==> src/rtl/node_ni.sv <==
// Network interface joining a processing element to the local router port:
// credit-based injection, ejection buffering with credit return, and local loopback.
module node_ni #(
   parameter int DATA_W      = 16,
   parameter int INJ_DEPTH   = 4,
   parameter int EJ_DEPTH    = 4,
   parameter int RTR_CREDITS = 4,
   parameter int LOOPBACK    = 1,
   parameter int CNT_W       = 16,
   localparam int FLIT_W     = DATA_W + 4
) (
   input  logic              clk,
   input  logic              rst,
   input  logic [1:0]        my_cluster,
   input  logic [1:0]        my_local,
   input  logic [DATA_W-1:0] pe_data_in,
   input  logic [1:0]        pe_dst_cluster,
   input  logic [1:0]        pe_dst_local,
   input  logic              pe_valid,
   output logic              pe_ready,
   output logic [FLIT_W-1:0] inj_flit,
   output logic              inj_valid,
   input  logic              inj_credit,
   input  logic [FLIT_W-1:0] ej_flit,
   input  logic              ej_valid,
   output logic              ej_credit,
   output logic [DATA_W-1:0] pe_data_out,
   output logic              pe_out_valid,
   input  logic              pe_out_ready,
   output logic [CNT_W-1:0]  sent_cnt,
   output logic [CNT_W-1:0]  recv_cnt,
   output logic [2:0]        err
);

   localparam int INJ_AW = $clog2(INJ_DEPTH);
   localparam int INJ_CW = $clog2(INJ_DEPTH + 1);
   localparam int EJ_AW  = $clog2(EJ_DEPTH);
   localparam int EJ_CW  = $clog2(EJ_DEPTH + 1);
   localparam int CR_W   = $clog2(RTR_CREDITS + 1);
   localparam int SUM_W  = EJ_CW + 1;

   logic [FLIT_W-1:0] inj_mem_q [INJ_DEPTH];
   logic [FLIT_W-1:0] ej_mem_q  [EJ_DEPTH];
   logic              ej_net_q  [EJ_DEPTH];

   logic [INJ_AW-1:0] inj_wr_q, inj_wr_d, inj_rd_q, inj_rd_d;
   logic [INJ_CW-1:0] inj_cnt_q, inj_cnt_d;
   logic [EJ_AW-1:0]  ej_wr_q, ej_wr_d, ej_rd_q, ej_rd_d;
   logic [EJ_CW-1:0]  ej_cnt_q, ej_cnt_d;
   logic [EJ_CW-1:0]  held_q, held_d;
   logic [CR_W-1:0]   credits_q, credits_d;
   logic [FLIT_W-1:0] inj_flit_q, inj_flit_d;
   logic              inj_valid_q, inj_valid_d;
   logic              ej_credit_q, ej_credit_d;
   logic [CNT_W-1:0]  sent_q, sent_d, recv_q, recv_d;
   logic [2:0]        err_q, err_d;

   logic [3:0]        own_addr;
   logic [FLIT_W-1:0] inj_head;
   logic              inj_empty, ej_full, ej_empty;
   logic              push, is_cand, send, net_wr, loop_mv, inj_pop, ej_wr, pop, room;
   logic [FLIT_W-1:0] ej_wr_flit;

   always_comb begin
      own_addr   = {my_cluster, my_local};
      inj_head   = inj_mem_q[inj_rd_q];
      inj_empty  = (inj_cnt_q == '0);
      ej_empty   = (ej_cnt_q == '0);
      ej_full    = (ej_cnt_q == EJ_CW'(EJ_DEPTH));
      push       = pe_valid && (inj_cnt_q != INJ_CW'(INJ_DEPTH));
      is_cand    = (LOOPBACK != 0) && !inj_empty && (inj_head[FLIT_W-1 -: 4] == own_addr);
      send       = !inj_empty && !is_cand && (credits_q != '0);
      // Slots the router may still fill are reserved; loopback only uses the rest.
      room       = (SUM_W'(ej_cnt_q) + SUM_W'(held_q)) < SUM_W'(EJ_DEPTH);
      net_wr     = ej_valid && !ej_full;
      loop_mv    = is_cand && !ej_valid && room;
      inj_pop    = send || loop_mv;
      ej_wr      = net_wr || loop_mv;
      ej_wr_flit = ej_valid ? ej_flit : inj_head;
      pop        = !ej_empty && pe_out_ready;
   end

   always_comb begin
      inj_wr_d    = push ? inj_wr_q + INJ_AW'(1) : inj_wr_q;
      inj_rd_d    = inj_pop ? inj_rd_q + INJ_AW'(1) : inj_rd_q;
      inj_cnt_d   = inj_cnt_q;
      if (push && !inj_pop) inj_cnt_d = inj_cnt_q + INJ_CW'(1);
      else if (!push && inj_pop) inj_cnt_d = inj_cnt_q - INJ_CW'(1);

      ej_wr_d     = ej_wr ? ej_wr_q + EJ_AW'(1) : ej_wr_q;
      ej_rd_d     = pop ? ej_rd_q + EJ_AW'(1) : ej_rd_q;
      ej_cnt_d    = ej_cnt_q;
      if (ej_wr && !pop) ej_cnt_d = ej_cnt_q + EJ_CW'(1);
      else if (!ej_wr && pop) ej_cnt_d = ej_cnt_q - EJ_CW'(1);

      inj_flit_d  = send ? inj_head : inj_flit_q;
      inj_valid_d = send;
      ej_credit_d = pop && ej_net_q[ej_rd_q];
      sent_d      = send ? sent_q + CNT_W'(1) : sent_q;
      recv_d      = pop ? recv_q + CNT_W'(1) : recv_q;
      err_d       = err_q;

      credits_d   = credits_q;
      if (inj_credit && !send) begin
         if (credits_q == CR_W'(RTR_CREDITS)) err_d[0] = 1'b1;
         else credits_d = credits_q + CR_W'(1);
      end else if (!inj_credit && send) begin
         credits_d = credits_q - CR_W'(1);
      end

      held_d = held_q;
      if (ej_credit_q && !ej_valid && held_q != EJ_CW'(EJ_DEPTH)) held_d = held_q + EJ_CW'(1);
      else if (!ej_credit_q && ej_valid && held_q != '0) held_d = held_q - EJ_CW'(1);

      if (ej_valid && ej_full) err_d[1] = 1'b1;
      if (ej_valid && ej_flit[FLIT_W-1 -: 4] != own_addr) err_d[2] = 1'b1;
   end

   // FIFO storage carries no reset; occupancy counters alone define validity.
   always_ff @(posedge clk) begin
      if (push) inj_mem_q[inj_wr_q] <= {pe_dst_cluster, pe_dst_local, pe_data_in};
      if (ej_wr) begin
         ej_mem_q[ej_wr_q] <= ej_wr_flit;
         ej_net_q[ej_wr_q] <= net_wr;
      end
   end

   always_ff @(posedge clk or posedge rst) begin
      if (rst) begin
         inj_wr_q    <= '0;
         inj_rd_q    <= '0;
         inj_cnt_q   <= '0;
         ej_wr_q     <= '0;
         ej_rd_q     <= '0;
         ej_cnt_q    <= '0;
         held_q      <= EJ_CW'(EJ_DEPTH);
         credits_q   <= CR_W'(RTR_CREDITS);
         inj_flit_q  <= '0;
         inj_valid_q <= 1'b0;
         ej_credit_q <= 1'b0;
         sent_q      <= '0;
         recv_q      <= '0;
         err_q       <= '0;
      end else begin
         inj_wr_q    <= inj_wr_d;
         inj_rd_q    <= inj_rd_d;
         inj_cnt_q   <= inj_cnt_d;
         ej_wr_q     <= ej_wr_d;
         ej_rd_q     <= ej_rd_d;
         ej_cnt_q    <= ej_cnt_d;
         held_q      <= held_d;
         credits_q   <= credits_d;
         inj_flit_q  <= inj_flit_d;
         inj_valid_q <= inj_valid_d;
         ej_credit_q <= ej_credit_d;
         sent_q      <= sent_d;
         recv_q      <= recv_d;
         err_q       <= err_d;
      end
   end

   always_comb begin
      pe_ready     = (inj_cnt_q != INJ_CW'(INJ_DEPTH));
      inj_flit     = inj_flit_q;
      inj_valid    = inj_valid_q;
      ej_credit    = ej_credit_q;
      pe_out_valid = !ej_empty;
      pe_data_out  = ej_empty ? '0 : ej_mem_q[ej_rd_q][DATA_W-1:0];
      sent_cnt     = sent_q;
      recv_cnt     = recv_q;
      err          = err_q;
   end

endmodule

==> config.mk <==
export PLATFORM = sky130hd
export DESIGN_NAME = node_ni
export DESIGN_NICKNAME = d
export VERILOG_FILES = /design/src/rtl/node_ni.sv
export SDC_FILE = /design/constraint.sdc
export NUM_CORES = 1
export LEC_CHECK = 0
export BUFFER_PORTS_ARGS = -buffer_cell sky130_fd_sc_hd__buf_2
export CORE_MARGIN = 1.5
export CORE_UTILIZATION = 35
export CTS_CLUSTER_SIZE = 28
export DETAILED_ROUTE_END_ITERATION = 12
export HOLD_SLACK_MARGIN = 0.15
export PLACE_DENSITY = 0.53
export SETUP_SLACK_MARGIN = 0.4
export SYNTH_ARGS = -nofsm -noshare
export SYNTH_HDL_FRONTEND = slang
export SYNTH_SLANG_ARGS = --single-unit
==> constraint.sdc <==
create_clock -name clk -period 4.95 [get_ports clk]
set_input_delay 0 -clock clk [delete_from_list [all_inputs] [get_ports clk]]
set_output_delay 0 -clock clk [all_outputs]
set_load 0.05 [all_outputs]
==> summary.md <==
| Metric | Value |
|---|---|
| Status | finished, final reports clean |
| Final Non-Filler Cells | ~1100 |
| WP data required | 5080 ps |
| Post-synthesis register bit count | approximately 230 |
| Final Cell Area | roughly 12000 um^2 |
| N_diodes | 0 |
| Total wire length | about 20000 um |
| Number of clock sinks | about 230 |
| Fmax | 0.287 GHz |
| Area grow syn2layout | 22.2% |
| Cell with the most instances after synthesis | edfxtp_1 |
| Post-DP HPWL | approximately 13000 um |
| Fin nets | between 800 and 900 |
| Vias | approximately 5400 |
| Worst setup margin | 1460 ps |
| Cell variety after synth | 54 |
| Placed instance area | around 10000 um^2 |
| CTS Buffer Depth | 3 |
| Pre-antenna DRT Iters | 4 |
| Gr usage total | between 10% and 20% |
| Core Region | about 26000 um^2 |
| DR DRC count | 0 |
| Final GP Congestion | about 0.73 |
| Min-delay worst type | input port to register |
| Die Wd | 167 um |
| Chip height | about 170 um |
| Fin crit share | a little over two thirds |
| Synth top cells by count | edfxtp_1 (148), nand2_1 (81), dfrtp_1 (75) |
| Crit. End Element | register |
| Setup Crit Path Kind | register to register |
| Post-CTS Resized | 0 |
| Fin. max-slew vios | 0 |
| Num CTS Buffers | 24 |
| Hold Vio Cnt, Final | 0 |
| Max_slew headroom | a little under a quarter |
| Pin count of the biggest net entering global routing | about 80 |
| Leakage | ~4.6 nW |
| Ys Warns | 0 |
| EDFF count, synth | approximately 150 |
| Fin util | around 44% |
| Syn_area_per_cell | approximately 16 um^2 |
| Seq/Total Area, Yosys | 67.4% |
| DR WL/cell | 17.6 um |
| CTS H-tree lvls | 1 |
| Fin crit period | 3490 ps |
| Worst skew pair latency | about 520 ps |
| Clk slew on worst S/H paths | 60 ps |
| Power per cell area | 689 nW/um^2 |
| Syn nets | between 600 and 700 |
| Post-synth ARST share | roughly 34% |
| Worst Max-Slew Pin Slew | about 1200 ps |
| Starting density of the core | approximately 36% |
| # IOs | roughly 130 |
| Total Power | approximately 8.0 mW |
| Number of port buffers | between 100 and 150 |
| Routed Antenna Nets | 0 |
| Initial antenna violation count | 0 |
| Startpoint class of the critical path | register |
| Vias in the first global route | approximately 5700 |
| Placed cells | ~1000 |
| Unrepaired setup endpoints after global routing | false |
| Fin Setup TNS | 0 ps |
| GR Overflow Total | 0 |
| VDD IR max | 0.000345 V |
| Dpl ws | roughly 1400 ps |
| Ranking of synthesized cells by area | edfxtp_1 (47%), dfrtp_1 (20%), mux4_2 (8.1%) |
| Clock root cell | clkbuf_16 |
| Layout cell share with drive strength beyond 1 | between 20% and 30% |
| Top cell type's share of synthesized area | a little under half |
| Rows | a little under 60 |
| Synth Instances | ~590 |
| Die area | between 20000 and 30000 um^2 |
| CP Max Fanout | 17 |
| First-pass GRT wire length | between 30000 and 40000 um |
| Fin Clk Skew | between 20 and 25 ps |
| Ys flop type | edfxtp_1 |
| Max Cap Violations | 0 |
| Final setup fails | 0 |
| Vias/cell | between 4 and 5 |
| Initial drt markers | 287 |
| Worst hold slack | slightly below 200 ps |
| Yosys top cell by area | edfxtp_1 |
| WP data arrival | 3620 ps |
| CTS tree | yes |
| Post-Synthesis Cell Area | 9460 um^2 |
cell usage in the layout (no fill, tap or decap), types with 2 or more instances in the layout:
cell and n:
edfxtp_1 148, buf_2 124, nand2_1 81, dfrtp_1 75, dlygate4sd3_1 45, xnor2_1 38
mux4_2 34, clkbuf_16 24, and2_1 21, nor2_1 21, mux2_4 16, nand3_1 14
ha_1 14, nand4_1 13, xor2_1 12, inv_1 11, and3_1 8, clkbuf_1 7
a21oi_1 6, clkinv_2 5, clkinv_1 5, o22ai_1 4, fa_1 4, and4_1 3
nor3_1 3, mux4_1 3, nor4_1 3, mux2_2 3, or3_1 2, o31ai_1 2
nand2_2 2, a21o_1 2, nand2b_1 2, o21ai_0 2, nor2b_1 2, dfstp_2 2
buf_4 2
kinds of logic after synthesis:
logic type / synth area share [%]
adders and majority gates: 2.70
and+or+nand+nor: 9.01
DFF: 67.4
muxes: 12.0
AOI/OAI and AO/OA: 2.20
buffers and inverters: 1.89
xor gates and xnor gates: 4.80
power by group:
| part | switching (mW) | total [mW] | internal (mW) |
|---|---|---|---|
| clock network | 0.698 | 1.64 | 0.947 |
| logic | 2.04 | 3.27 | 1.22 |
| registers | 0.442 | 3.06 | 2.62 |
state kept, by name, summed over array words and instances, names as in the netlist, 2 cells and up:
name,flops
credits_q,3
ej_cnt_q,3
ej_mem_q,64
ej_net_q,4
ej_rd_q,2
ej_wr_q,2
err,3
held_q,3
inj_cnt_q,3
inj_flit,20
inj_mem_q,80
inj_rd_q,2
inj_wr_q,2
recv_cnt,16
sent_cnt,16
final timing paths:
path / startpoint / endpoint / slack, ps / cells past startpoint
setup / recovery: inj_rd_q[0]$_DFFE_PP0P_ / ej_net_q[0]$_DFFE_PP_ / 1460 / 5
hold / removal: my_local[1] / inj_flit[18]$_DFFE_PP0P_ / 190 / 5
setup reg to reg: inj_rd_q[0]$_DFFE_PP0P_ / ej_net_q[0]$_DFFE_PP_ / 1460 / 5
hold reg to reg: err[2]$_DFFE_PP0P_ / err[2]$_DFFE_PP0P_ / 450 / 1
max in group asynchronous: rst / ej_wr_q[1]$_DFFE_PP0P_ / 3960 / 4
min in group asynchronous: rst / inj_rd_q[0]$_DFFE_PP0P_ / 360 / 4
critical path, stage by stage (launching register included):
cell	delay, ps
dfrtp_1	840
mux4_1	690
xnor2_1	240
nand4_1	270
o21bai_4	290
and2_1	750
layer usage:
layer,share of wire (%),GRT usage (%)
met4,2.3,4.58
met1,44,18.0
met2,50,24.7
met5,0,0
met3,4.0,2.29
timing repair:
action	CTS	global route
hold buffers	45	0
setup endpoints to repair	0	0
hold endpoints to repair	237	0
buffers inserted	0	0
cell type report:
type                    count  area [um^2]
flip-flops and latches    225         6370
repair buffers            171         1090
well taps                 335          419
fillers                  2326        14700
inverters                  13         52.6
clock inverters            11         98.8
clock buffers              31          627
multi-input cells         332         2910
No activity file was read; power rests on OpenSTA's default activity.
